[src/rtl/run_ctrl.sv]
`default_nettype none
// ============================================================================
// Module   : run_ctrl
// Brief    : Run controller for the X9 core: reset window, req pulse, done
//            qualification, watchdog/abort and cycle-count reporting.
//            Optional feature macro: RUN_CTRL_PERF_EN (adds run_count output).
// Revision : 1.0 - initial release
// ============================================================================
module run_ctrl #(
    parameter int CW        = 16,
    parameter int RST_CYC   = 4,
    parameter int DONE_HOLD = 2
) (
    input  logic          clk,
    input  logic          reset,
    input  logic          host_start,
    input  logic          host_abort,
    input  logic [CW-1:0] timeout_lim,
    output logic          host_busy,
    output logic          host_ack,
    output logic [1:0]    result_status,
    output logic [CW-1:0] result_cycles,
    output logic          core_reset,
    output logic          core_req,
    input  logic          core_done
`ifdef RUN_CTRL_PERF_EN
    ,
    output logic [7:0]    run_count
`endif
);

    localparam int          c_RW       = $clog2(RST_CYC + 1);
    localparam int          c_HW       = $clog2(DONE_HOLD + 1);
    localparam logic [c_RW-1:0] c_RST_LAST = c_RW'(RST_CYC - 1);
    localparam logic [c_HW-1:0] c_HOLD_MAX = c_HW'(DONE_HOLD);

    localparam logic [1:0] c_ST_OK      = 2'b00;
    localparam logic [1:0] c_ST_TIMEOUT = 2'b01;
    localparam logic [1:0] c_ST_ABORT   = 2'b10;

    typedef enum logic [2:0] {
        S_IDLE   = 3'd0,
        S_RESET  = 3'd1,
        S_REQ    = 3'd2,
        S_RUN    = 3'd3,
        S_REPORT = 3'd4
    } state_t;

    state_t          r_state;
    state_t          w_state_next;
    logic [c_RW-1:0] r_rst_cnt;
    logic [CW-1:0]   r_cnt;
    logic [CW-1:0]   w_cnt_inc;
    logic [c_HW-1:0] r_hold;
    logic [c_HW-1:0] w_hold_inc;
    logic            w_done_q;
    logic [1:0]      w_status;
    logic [CW-1:0]   w_cycles;

    logic            r_host_busy;
    logic            r_host_ack;
    logic [1:0]      r_result_status;
    logic [CW-1:0]   r_result_cycles;
    logic            r_core_reset;
    logic            r_core_req;

    always_comb begin
        w_state_next = r_state;
        w_status     = c_ST_OK;
        w_cycles     = '0;
        w_cnt_inc    = (r_cnt == '1) ? r_cnt : r_cnt + 1'b1;
        // Streak of consecutive high done samples, saturating at the qualify threshold
        if (core_done) begin
            w_hold_inc = (r_hold == c_HOLD_MAX) ? c_HOLD_MAX : r_hold + 1'b1;
        end else begin
            w_hold_inc = '0;
        end
        w_done_q = (w_hold_inc == c_HOLD_MAX);

        case (r_state)
            S_IDLE: begin
                if (host_start) w_state_next = S_RESET;
            end
            S_RESET: begin
                if (host_abort) begin
                    w_state_next = S_REPORT;
                    w_status     = c_ST_ABORT;
                end else if (r_rst_cnt == c_RST_LAST) begin
                    w_state_next = S_REQ;
                end
            end
            S_REQ: begin
                if (host_abort) begin
                    w_state_next = S_REPORT;
                    w_status     = c_ST_ABORT;
                end else begin
                    w_state_next = S_RUN;
                end
            end
            S_RUN: begin
                w_cycles = w_cnt_inc;
                if (w_done_q) begin
                    w_state_next = S_REPORT;
                    w_status     = c_ST_OK;
                end else if (host_abort) begin
                    w_state_next = S_REPORT;
                    w_status     = c_ST_ABORT;
                end else if (timeout_lim != '0 && w_cnt_inc == timeout_lim) begin
                    w_state_next = S_REPORT;
                    w_status     = c_ST_TIMEOUT;
                end
            end
            S_REPORT: begin
                w_state_next = S_IDLE;
            end
            default: begin
                w_state_next = S_IDLE;
            end
        endcase
    end

    always_ff @(posedge clk or negedge reset) begin
        if (!reset) begin
            r_state         <= S_IDLE;
            r_rst_cnt       <= '0;
            r_cnt           <= '0;
            r_hold          <= '0;
            r_host_busy     <= 1'b0;
            r_host_ack      <= 1'b0;
            r_result_status <= 2'b00;
            r_result_cycles <= '0;
            r_core_reset    <= 1'b1;
            r_core_req      <= 1'b0;
        end else begin
            r_state   <= w_state_next;
            r_rst_cnt <= (r_state == S_RESET) ? r_rst_cnt + 1'b1 : '0;
            r_hold    <= (r_state == S_RUN) ? w_hold_inc : '0;
            if (r_state == S_REQ) begin
                r_cnt <= '0;
            end else if (r_state == S_RUN) begin
                r_cnt <= w_cnt_inc;
            end
            // Outputs are decoded from the next state so they leave as flops
            r_host_busy  <= (w_state_next != S_IDLE);
            r_host_ack   <= (w_state_next == S_REPORT);
            r_core_req   <= (w_state_next == S_REQ);
            r_core_reset <= (w_state_next == S_IDLE) || (w_state_next == S_RESET) ||
                            (w_state_next == S_REPORT);
            if (w_state_next == S_REPORT) begin
                r_result_status <= w_status;
                r_result_cycles <= w_cycles;
            end
        end
    end

`ifdef RUN_CTRL_PERF_EN
    logic [7:0] r_run_count;

    always_ff @(posedge clk or negedge reset) begin
        if (!reset) begin
            r_run_count <= 8'd0;
        end else if (w_state_next == S_REPORT && w_status == c_ST_OK) begin
            r_run_count <= r_run_count + 8'd1;
        end
    end

    assign run_count = r_run_count;
`endif

    assign host_busy     = r_host_busy;
    assign host_ack      = r_host_ack;
    assign result_status = r_result_status;
    assign result_cycles = r_result_cycles;
    assign core_reset    = r_core_reset;
    assign core_req      = r_core_req;

endmodule
`default_nettype wire

[config.mk]
export PLATFORM = sky130hd
export DESIGN_NAME = run_ctrl
export DESIGN_NICKNAME = d
export VERILOG_FILES = /design/src/rtl/run_ctrl.sv
export SDC_FILE = /design/constraint.sdc
export NUM_CORES = 1
export LEC_CHECK = 0
export CAP_MARGIN = 40
export CORE_MARGIN = 1.5
export CORE_UTILIZATION = 64
export DETAILED_ROUTE_END_ITERATION = 7
export DONT_BUFFER_PORTS = 1
export GPL_TIMING_DRIVEN = 0
export PLACE_DENSITY = 0.89
export SETUP_SLACK_MARGIN = 0.1
export SKIP_CTS_REPAIR_TIMING = 1
export SYNTH_ARGS = -nofsm -noshare
export SYNTH_HDL_FRONTEND = slang
export SYNTH_SLANG_ARGS = --single-unit
[constraint.sdc]
create_clock -name clk -period 3.7 [get_ports clk]
set_input_delay 1.11 -clock clk [delete_from_list [all_inputs] [get_ports clk]]
set_output_delay 1.11 -clock clk [all_outputs]
set_load 0.1 [all_outputs]
==> out/metrics.yaml <==
outcome: "finished clean"
fmax_mhz: 284
port_buffers: 0
overflow: 0
finalCritPeriodShare: 0.951
hold_ws_ns: 0.434
timing_worst_slew_pin_value_ns: 0.910
final_antenna_net_count: 0
synth_cells: 319
gp_congestion: 0.998
die_w_um: 72.8
die_y_um: 72.8
synthArstFlopShare: 1.00
setup_viol: 0
initial_core_util: 0.664
core-area_um2: 4690
maxSlewViolCount: 0
antenna_found_initial: 0
ios: 43
arrival_ns: 3.71
ys_warn_count: 0
wl_per_cell_um: 22.0
placed_cell_area_um2: 3350
syn-num-nets: 344
setup_slack_ns: 0.181
grt_pass1_vias: 2685
tritoncts: "yes"
irDropWorstVdd_uv: 297
max_slew_margin: 0.393
worstSetupEndpointType: "flip-flop"
die_area_um2: 5300
synth_seq_cells: 46
grt_usage: 0.338
cts.path.max_buffers: 2
drive_above_1_share: 0.173
clk_latency_ns: 0.30
finalInstanceArea_um2: 3490
synth_common_cells: "dfrtp_1, nand2_1, nor2_1, o21ai_0, a32o_1"
clkTransAtPathRegs_ns: 0.09
hold_path.class: "reg2reg"
p_leak_nw: 1.51
nFillCells: 319
synth_area_leaders: "dfrtp_1, a32o_1, clkbuf_8"
rows: 25
cts_root_buffer: "clkbuf_8"
maxCapViolations: 0
post-dp-hpwl_mm: 6.18
multiInputGateArea_um2: 1680
fin_tns_setup_ns: 0
htreeDepth: 2
hold_violations: 0
avgViaCountPerCell: 7.21
vias: 2804
path_class: "reg2reg"
rsz0062_at_grt: "false"
synthMostInstantiatedCell: "dfrtp_1"
grt_pass1_wl_mm: 13.6
dp_slack_ns: 0.479
cp_max_fo: 10
clock-sinks: 46
fin_util: 0.744
ys_seq_area_frac: 0.370
syn_to_final_growth_pct: 12.0
worst_setup_path_start_kind: "flip-flop"
firstDrtPassIters: 5
clock_skew_ns: 0.00944
yosysTopAreaCellShare: 0.361
synth_ff_type: "dfrtp_1"
grt_max_degree: 47
fin_nets: 359
n_antenna_cell: 0
dr.first_iter.drc_count: 326
drcViolationCount: 0
netlist_area_um2: 3120
synth.avg_cell_area_um2: 9.77
synth.distinct_cells: 68
powerDensity_nw_per_um2: 326
synth_edf_count: 0
drt_wl_total_mm: 8.57
seq_area_um2: 1150
cp.required_ns: 3.89
cts_buffers: 5
period_needed_ns: 3.52
synth_area_leader_cell: "dfrtp_1"
==> placed cells by master (no fill, tap or decap), drive strengths merged, types with 5 or more instances in the layout <==
master and n:
a22o 5, nor2 22, dfrtp 45, buf 19
clkbuf 17, o21ai 22, a21oi 12, xnor2 11
nand2 25, inv 17, nand4 12, nor4 11
and3 7, and4 5, nand3 6, a32o 18
nor3 9, xor2 5
==> registers in the layout (all words and copies together) (netlist names) <==
signal and count:
r_state 3, r_cnt 16, host_ack 1, r_hold 2
r_rst_cnt 3, result_cycles 16, host_busy 1, core_req 1
result_status 2, core_reset 1
==> logic make-up (layout without fill, tap and decap cells) <==
kind of cell | count (synthesis) | after routing | synth area share
muxes | 1 | 1 | 0.00321
AOI/OAI and AO/OA | 97 | 97 | 0.245
buffers and inverters | 40 | 56 | 0.0927
and+or+nand+nor | 115 | 115 | 0.228
xor gates and xnor gates | 16 | 16 | 0.0450
DFF | 46 | 46 | 0.370
adders and majority gates | 4 | 4 | 0.0161
==> per-stage QoR <==
stage,cells,power (mW)
2_1_floorplan,319,0.775
3_3_place_gp,373,0.818
3_5_place_dp,379,0.828
4_1_cts,387,1.13
5_1_grt,389,1.18
6_report,389,1.14
==> final cells by class <==
cell class              instances  area share
clock inverters                 3     0.00537
inverters                      16      0.0172
flip-flops and latches         46       0.330
clock buffers                   5      0.0197
repair buffers                  8      0.0631
multi-input cells             233       0.480
plain buffers                  24      0.0656
well taps                      54      0.0193
==> per-layer routing <==
layer / share of wire / up-vias / GRT usage
li1: - / 1244 / -
met1: 0.40 / 1363 / 0.447
met2: 0.48 / 169 / 0.537
met3: 0.096 / 28 / 0.0856
met4: 0.027 / 0 / 0.126
met5: 0 / - / 0
==> where the power goes <==
part	leakage [nW]	switching [mW]	internal (mW)	total [mW]
logic	0.833	0.126	0.0683	0.194
clock network	0.0483	0.178	0.133	0.312
registers	0.627	0.101	0.531	0.632
total	1.51	0.405	0.733	1.14
==> critical path: stages (launching register included) <==
cell and delay [ns]:
dfrtp_1 0.49, ha_1 0.31, and3_1 0.18, buf_2 0.19, nand4_4 0.18, and3_1 0.22, nor4b_1 0.47, nor4bb_1 0.46
and4_4 0.33, o21ai_4 0.11, buf_6 0.19, a32o_1 0.26
==> path summary, 6_finish.rpt <==
kind / start / endpoint / slack [ns] / cells past startpoint
worst max-delay path: r_cnt[1] / result_cycles[9] / 0.18 / 11
worst min-delay path: r_rst_cnt[0] / r_rst_cnt[0] / 0.43 / 1
worst max register to register: r_cnt[1] / result_cycles[9] / 0.18 / 11
worst min register to register: r_rst_cnt[0] / r_rst_cnt[0] / 0.43 / 1
max in group asynchronous: reset / core_reset / 3.02 / 0
min in group asynchronous: reset / r_cnt[7] / 0.49 / 0
(Power assumes the default switching activity.)
